## src/rtl/nibble_serial_adder.sv

```systemverilog
// nibble_serial_adder
//   Bit-serial-by-nibble adder/subtractor. An accepted operation is processed
//   one 4-bit slice per clock, LSB nibble first, and the result is held until
//   the consumer takes it.
//
//   Ports
//     clk, rst          clock, asynchronous active-high reset
//     in_valid/in_ready operand handshake (in_ready only in IDLE, rst low)
//     inA, inB          operands (WIDTH bits, WIDTH multiple of 4, >= 8)
//     Cin               carry-in, used only when sub=0
//     sub               1: A - B, 0: A + B + Cin
//     out_valid/out_ready result handshake (out_valid only in DONE)
//     Sum, Cout         result and carry out of the MSB (Cout=1: no borrow)
//     Ofl               two's-complement signed overflow
//     Zero              Sum == 0
module nibble_serial_adder #(
  parameter int unsigned WIDTH = 16
) (
  input  logic             clk,
  input  logic             rst,
  input  logic             in_valid,
  output logic             in_ready,
  input  logic [WIDTH-1:0] inA,
  input  logic [WIDTH-1:0] inB,
  input  logic             Cin,
  input  logic             sub,
  output logic             out_valid,
  input  logic             out_ready,
  output logic [WIDTH-1:0] Sum,
  output logic             Cout,
  output logic             Ofl,
  output logic             Zero
);

  localparam int unsigned NIB  = WIDTH / 4;
  localparam int unsigned CW   = (NIB > 1) ? $clog2(NIB) : 1;
  localparam logic [CW-1:0] LAST = CW'(NIB - 1);

  typedef enum logic [1:0] {
    IDLE = 2'd0,
    RUN  = 2'd1,
    DONE = 2'd2
  } state_t;

  state_t           state_q, state_d;
  logic [WIDTH-1:0] a_q, a_d;
  logic [WIDTH-1:0] b_q, b_d;
  logic [WIDTH-1:0] sum_q, sum_d;
  logic [CW-1:0]    cnt_q, cnt_d;
  logic             c_q, c_d;
  logic             cout_q, cout_d;
  logic             ofl_q, ofl_d;
  logic             zero_q, zero_d;

  logic [4:0]       nib_full;
  logic             c_into_msb;
  logic [WIDTH-1:0] sum_shift;

  always_ff @(posedge clk or posedge rst) begin
    if (rst) begin
      state_q <= IDLE;
      a_q     <= '0;
      b_q     <= '0;
      sum_q   <= '0;
      cnt_q   <= '0;
      c_q     <= 1'b0;
      cout_q  <= 1'b0;
      ofl_q   <= 1'b0;
      zero_q  <= 1'b0;
    end else begin
      state_q <= state_d;
      a_q     <= a_d;
      b_q     <= b_d;
      sum_q   <= sum_d;
      cnt_q   <= cnt_d;
      c_q     <= c_d;
      cout_q  <= cout_d;
      ofl_q   <= ofl_d;
      zero_q  <= zero_d;
    end
  end

  // Operands are shifted right one nibble per RUN edge so the active slice is
  // always bits [3:0]; result nibbles enter at the top of sum_q, so after
  // WIDTH/4 edges nibble k lands in Sum[4k+3:4k].
  always_comb begin
    state_d    = state_q;
    a_d        = a_q;
    b_d        = b_q;
    sum_d      = sum_q;
    cnt_d      = cnt_q;
    c_d        = c_q;
    cout_d     = cout_q;
    ofl_d      = ofl_q;
    zero_d     = zero_q;

    nib_full   = {1'b0, a_q[3:0]} + {1'b0, b_q[3:0]} + {4'b0, c_q};
    // Carry into bit 3 recovered from its sum bit: s3 = a3 ^ b3 ^ c3.
    c_into_msb = nib_full[3] ^ a_q[3] ^ b_q[3];
    sum_shift  = {nib_full[3:0], sum_q[WIDTH-1:4]};

    case (state_q)
      IDLE: begin
        if (in_valid) begin
          a_d     = inA;
          b_d     = sub ? ~inB : inB;
          c_d     = sub ? 1'b1 : Cin;
          cnt_d   = '0;
          state_d = RUN;
        end
      end
      RUN: begin
        a_d   = {4'b0, a_q[WIDTH-1:4]};
        b_d   = {4'b0, b_q[WIDTH-1:4]};
        sum_d = sum_shift;
        c_d   = nib_full[4];
        if (cnt_q == LAST) begin
          cout_d  = nib_full[4];
          ofl_d   = c_into_msb ^ nib_full[4];
          zero_d  = (sum_shift == '0);
          state_d = DONE;
        end else begin
          cnt_d = cnt_q + CW'(1);
        end
      end
      DONE: begin
        if (out_ready) begin
          state_d = IDLE;
        end
      end
      default: begin
        state_d = IDLE;
      end
    endcase
  end

  assign in_ready  = (state_q == IDLE) && !rst;
  assign out_valid = (state_q == DONE);
  assign Sum       = sum_q;
  assign Cout      = cout_q;
  assign Ofl       = ofl_q;
  assign Zero      = zero_q;

endmodule
```

## config.mk

```make
export PLATFORM = sky130hd
export DESIGN_NAME = nibble_serial_adder
export DESIGN_NICKNAME = d
export VERILOG_FILES = /design/src/rtl/nibble_serial_adder.sv
export SDC_FILE = /design/constraint.sdc
export NUM_CORES = 1
export LEC_CHECK = 0
export ABC_AREA = 1
export BUFFER_PORTS_ARGS = -buffer_cell sky130_fd_sc_hd__buf_2
export CAP_MARGIN = 20
export CORE_UTILIZATION = 40
export CTS_BUF_LIST = sky130_fd_sc_hd__clkbuf_16
export DETAILED_ROUTE_END_ITERATION = 16
export PLACE_DENSITY = 0.69
export SETUP_SLACK_MARGIN = 0.15
export SLEW_MARGIN = 30
export SYNTH_ARGS = -nofsm -noshare
export SYNTH_HDL_FRONTEND = slang
export SYNTH_SLANG_ARGS = --single-unit
```

## constraint.sdc

```tcl
create_clock -name clk -period 5.5 [get_ports clk]
set_input_delay 1.1 -clock clk [delete_from_list [all_inputs] [get_ports clk]]
set_output_delay 1.1 -clock clk [all_outputs]
set_load 0.02 [all_outputs]
```

# Word-level counts from Yosys, hierarchy flattened
# Cells that the tools add are included.
dict set report word_totals {
  regBits 56
  inputBits 38
  output_inout_bits 21
}
dict set report op_classes {
  n_addsub 3
  n_eq_ne 7
  mux 15
  bitwise_logic 4
  n_reduce_logical 9
}
# cell n
set op_table {}
lappend op_table {{$pmux W16 S2} 2}
lappend op_table {{$mux W16} 3}
lappend op_table {{$logic_not A16 Y1} 1}
lappend op_table {{$not A16 Y16} 1}
lappend op_table {{$mux W2} 5}
lappend op_table {{$ne A2 B2 Y1 const B} 3}
lappend op_table {{$pmux W2 S3} 1}
lappend op_table {{$reduce_and A3 Y1} 2}
lappend op_table {{$add A4 B4 Y5} 1}
lappend op_table {{$add A5 B1 Y5} 1}
lappend op_table {{$eq A2 B2 Y1 const B} 2}
lappend op_table {{$pmux W2 S2} 1}
lappend op_table {{$reduce_and A2 Y1} 2}
lappend op_table {{$xor A1 B1 Y1} 3}
lappend op_table {{$add A2 B1 Y2 const B} 1}
lappend op_table {{$eq A2 B1 Y1 const B} 1}
lappend op_table {{$logic_not A2 Y1} 1}
lappend op_table {{$mux W1} 2}
lappend op_table {{$ne A2 B1 Y1 const B} 1}
lappend op_table {{$pmux W1 S2} 1}
lappend op_table {{$reduce_bool A2 Y1} 1}
lappend op_table {{$logic_and A1 B1 Y1} 1}
lappend op_table {{$logic_not A1 Y1} 1}

# Depth between registers and ports, before layout
dict set report logic_depth {
  depth_word 5
  depth_mapped 9
  mapped_depth_nobuf 9
}

# Least setup slack after synthesis
# OpenSTA, ideal clock, no wires.
dict set report synth_timing {
  path_kind {in2out}
  start {input rst}
  end {output in_ready}
  arrival_ps 1555
  t_required_ps 4400
  path_slack_ps 2845
  path_stages 1
  path_buffers 0
  cell_sequence {nor3_1}
}
dict set report synth_between {
  elab_chain_len 2
}
# element line_no
set synth_rtl {}
lappend synth_rtl {{from (decl)} 20} ;# input logic rst,
lappend synth_rtl {{$logic_not A1 Y1} 137} ;# assign in_ready = (state_q == IDLE) && !rst;
lappend synth_rtl {{$logic_and A1 B1 Y1} 137}
lappend synth_rtl {{to (decl)} 22} ;# output logic in_ready,
# No other way between the ends.

# Final worst setup path
# Ends and elaborated chain as after synthesis.

==> metrics.md <==
| Metric | Value |
|---|---|
| First-pass GRT wire length | 9470 um |
| Skew-Pair Late Insertion Delay | between 0.2 and 0.3 ns |
| Power per cell area | about 630 nW/um^2 |
| Final net count | 427 |
| Seq/Total Area, Yosys | 0.499 |
| Root buf cell | clkbuf_16 |
| Post-synthesis net count | 376 |
| Fillers | slightly below 700 |
| Placer Congestion | 0.742 |
| Initial antenna violation count | 0 |
| Via density | roughly 4.7 |
| Residual DRC | 0 |
| CTS Buffer Depth | 2 |
| Wire length per cell | 11.3 um |
| Final slew viol count | 0 |
| Die H | around 86 um |
| Seq cells post-synth | 56 |
| Worst hold path type | reg2reg |
| Core Region | 6790 um^2 |
| Reg-to-reg startpoint | state_q[0] |
| Share of cells above drive strength 1 | 0.193 |
| Max-cap violations | 0 |
| Drt first pass iters | 4 |
| Period utilisation layout | 0.476 |
| Crit-path cells | buf_2, nor3_1, buf_2 |
| Top-Level Pins | 59 |
| Die Wd | ~86 um |
| Hold wc startpoint | Ofl |
| Clock period minus worst slack | 2.62 ns |
| TritonCTS Buffers | 5 |
| CP required | 4.40 ns |
| Post-cts sizing count | 0 |
| Clock slew at reported path FFs | 0.07 ns |
| DP Wirelength | 3760 um |
| Critical path class | in2out |
| Mapped Cells | 332 |
| Grt total ovfl | 0 |
| CP max stage cell | buf_2 |
| Slew @ Worst Pin | 0.701 ns |
| Placement Rows | 30 |
| Area occupied by multi-input gates | approximately 1100 um^2 |
| Initial Util | 0.413 |
| Fmax | 382 MHz |
| Launch point of the worst path | rst |
| Vias in the first global route | 2,055 |
| Worst clock skew | 0.00559 ns |
| Synth cell types | 25 |
| P&R area growth vs syn | 16.6% |
| Worst EP arrival | 1.52 ns |
| RSZ-0062 raised after global routing | no |
| All-Layer GR Usage | 0.163 |
| Largest net degree at the start of global routing | slightly below 70 |
| Buffers on Ports | 58 |
| Cell Area, Synth | 2810 um^2 |
| Antenna cells | 0 |
| Setup bufs post-CTS | 0 |
| YS warnings | 0 |
| Peak supply drop | 0.274 mV |
| FF/Latch Area | roughly 1400 um^2 |
| Hold Slack | 0.476 ns |
| Final hold violation count | 0 |
| Die area | 7360 um^2 |
| CTS tree | built |
| Status | finished clean |
| Max FO, Critical Path | 2 |
| Drt first-iter violations | 62 |
| Setup TNS | 0 ns |
| Post-CTS Hold Fix Bufs | 0 |
| CP startpoint kind | input pin |
| Routed wire length | 5430 um |
| Critical Path Sink Type | primary output |
| # clock sinks | 56 |
| Static leakage | 0.00168 uW |
| Antenna Violating Nets Remaining | 0 |
| H-tree levels | 2 |
| Endpoints failing setup | 0 |
| Critical path's largest stage delay | 0.19 ns |
| Avg Inst Size Synth | around 8.5 um^2 |
| Cell mode on critical path | buf_2 |
| Slew HR | 0.533 |
| Detailed-route via count | 2,271 |
[cell usage after synthesis]
master	n	area, um^2
inv_2	3	11.3
o22ai_1	2	12.5
clkbuf_1	3	11.3
ha_1	4	50.1
buf_2	7	35.0
nor3_1	1	5.00
nand2_4	2	22.5
nand3_2	1	10.0
inv_1	43	161
nand3_1	12	60.1
fa_1	2	40.0
nand2_1	78	293
o21ai_1	29	145
nor2_4	1	11.3
o211ai_1	9	67.6
dfrtp_1	56	1400
o21ai_0	44	220
xor2_1	13	114
a21oi_1	4	20.0
buf_4	4	30.0
o31ai_1	2	15.0
buf_6	2	22.5
xnor2_1	2	17.5
nor2_1	7	26.3
nand4_1	1	6.26
[cells by family (layout without fill, tap and decap cells)]
kind of cell	count (synthesis)	in the layout	share of synthesized area
flops	56	56	0.499
compound gates	90	90	0.171
simple gates	103	103	0.155
buf+inv	62	114	0.0967
fa+ha+maj	6	6	0.0321
xor+xnor	15	15	0.0468
[worst paths after layout]
kind,to,slack (ns),cells after the start
max,in_ready,2.88,3
min,Ofl,0.48,2
max reg2reg,a_q[0],3.23,8
min reg2reg,Ofl,0.48,2
max in group asynchronous,a_q[10],4.03,3
min in group asynchronous,state_q[1],1.01,3
[critical path, delay by kind of cell]
family	cells	cell delay [ns]
and+or+nand+nor	1	0.12
buffers and inverters	2	0.30
[state kept, by name, indices dropped and copies added (netlist names)]
signal   count
Sum         16
state_q      2
Zero         1
c_q          1
cnt_q        2
Cout         1
Ofl          1
b_q         16
a_q         16
[layout make-up]
| type | instances | area share |
|---|---|---|
| sequential | 56 | 0.428 |
| multi-input combinational | 214 | 0.347 |
| timing repair buffer | 60 | 0.0932 |
| inverter | 46 | 0.0527 |
| clock buffer | 5 | 0.0382 |
| tap | 96 | 0.0367 |
| clock inverter | 3 | 0.00458 |
[per-stage QoR]
stage / worst slack, ns / power (uW) / std cells / util / instance area (um^2)
6_report: 2.88 / 2070 / 480 / 0.482 / 3280
3_5_place_dp: 2.88 / 1780 / 472 / 0.462 / 3140
2_1_floorplan: 2.84 / 1570 / 332 / - / 2810
3_3_place_gp: 2.91 / 1740 / 472 / 0.462 / 3140
4_1_cts: 2.88 / 2090 / 480 / 0.482 / 3280
5_1_grt: 2.87 / 2280 / 480 / 0.482 / 3280
[cell usage in the layout (no fill, tap or decap), types with 2 or more instances in the layout]
master	count
clkbuf_16	5
nand3_1	12
xnor2_1	2
ha_1	4
a21oi_1	4
o22ai_1	2
o21ai_0	44
xor2_1	13
nand2_1	78
nand2_4	2
inv_1	43
o21ai_1	29
dfrtp_1	56
o31ai_1	2
buf_2	58
fa_1	2
buf_4	2
inv_2	4
o211ai_1	9
nor2_1	7
[report_power, final]
group | total (uW) | internal, uW | switching, uW
clock network | 307 | 166 | 141
registers | 711 | 610 | 101
logic | 1050 | 356 | 695
total | 2070 | 1130 | 937
[layer usage]
metal | global-route usage | part of all wire | vias up
met2 | 0.244 | 0.42 | 67
met5 | 0 | 0 | -
met1 | 0.233 | 0.51 | 1027
met3 | 0.0385 | 0.056 | 7
met4 | 0.0545 | 0.012 | 0
li1 | - | - | 1170
(Power assumes the default switching activity.)
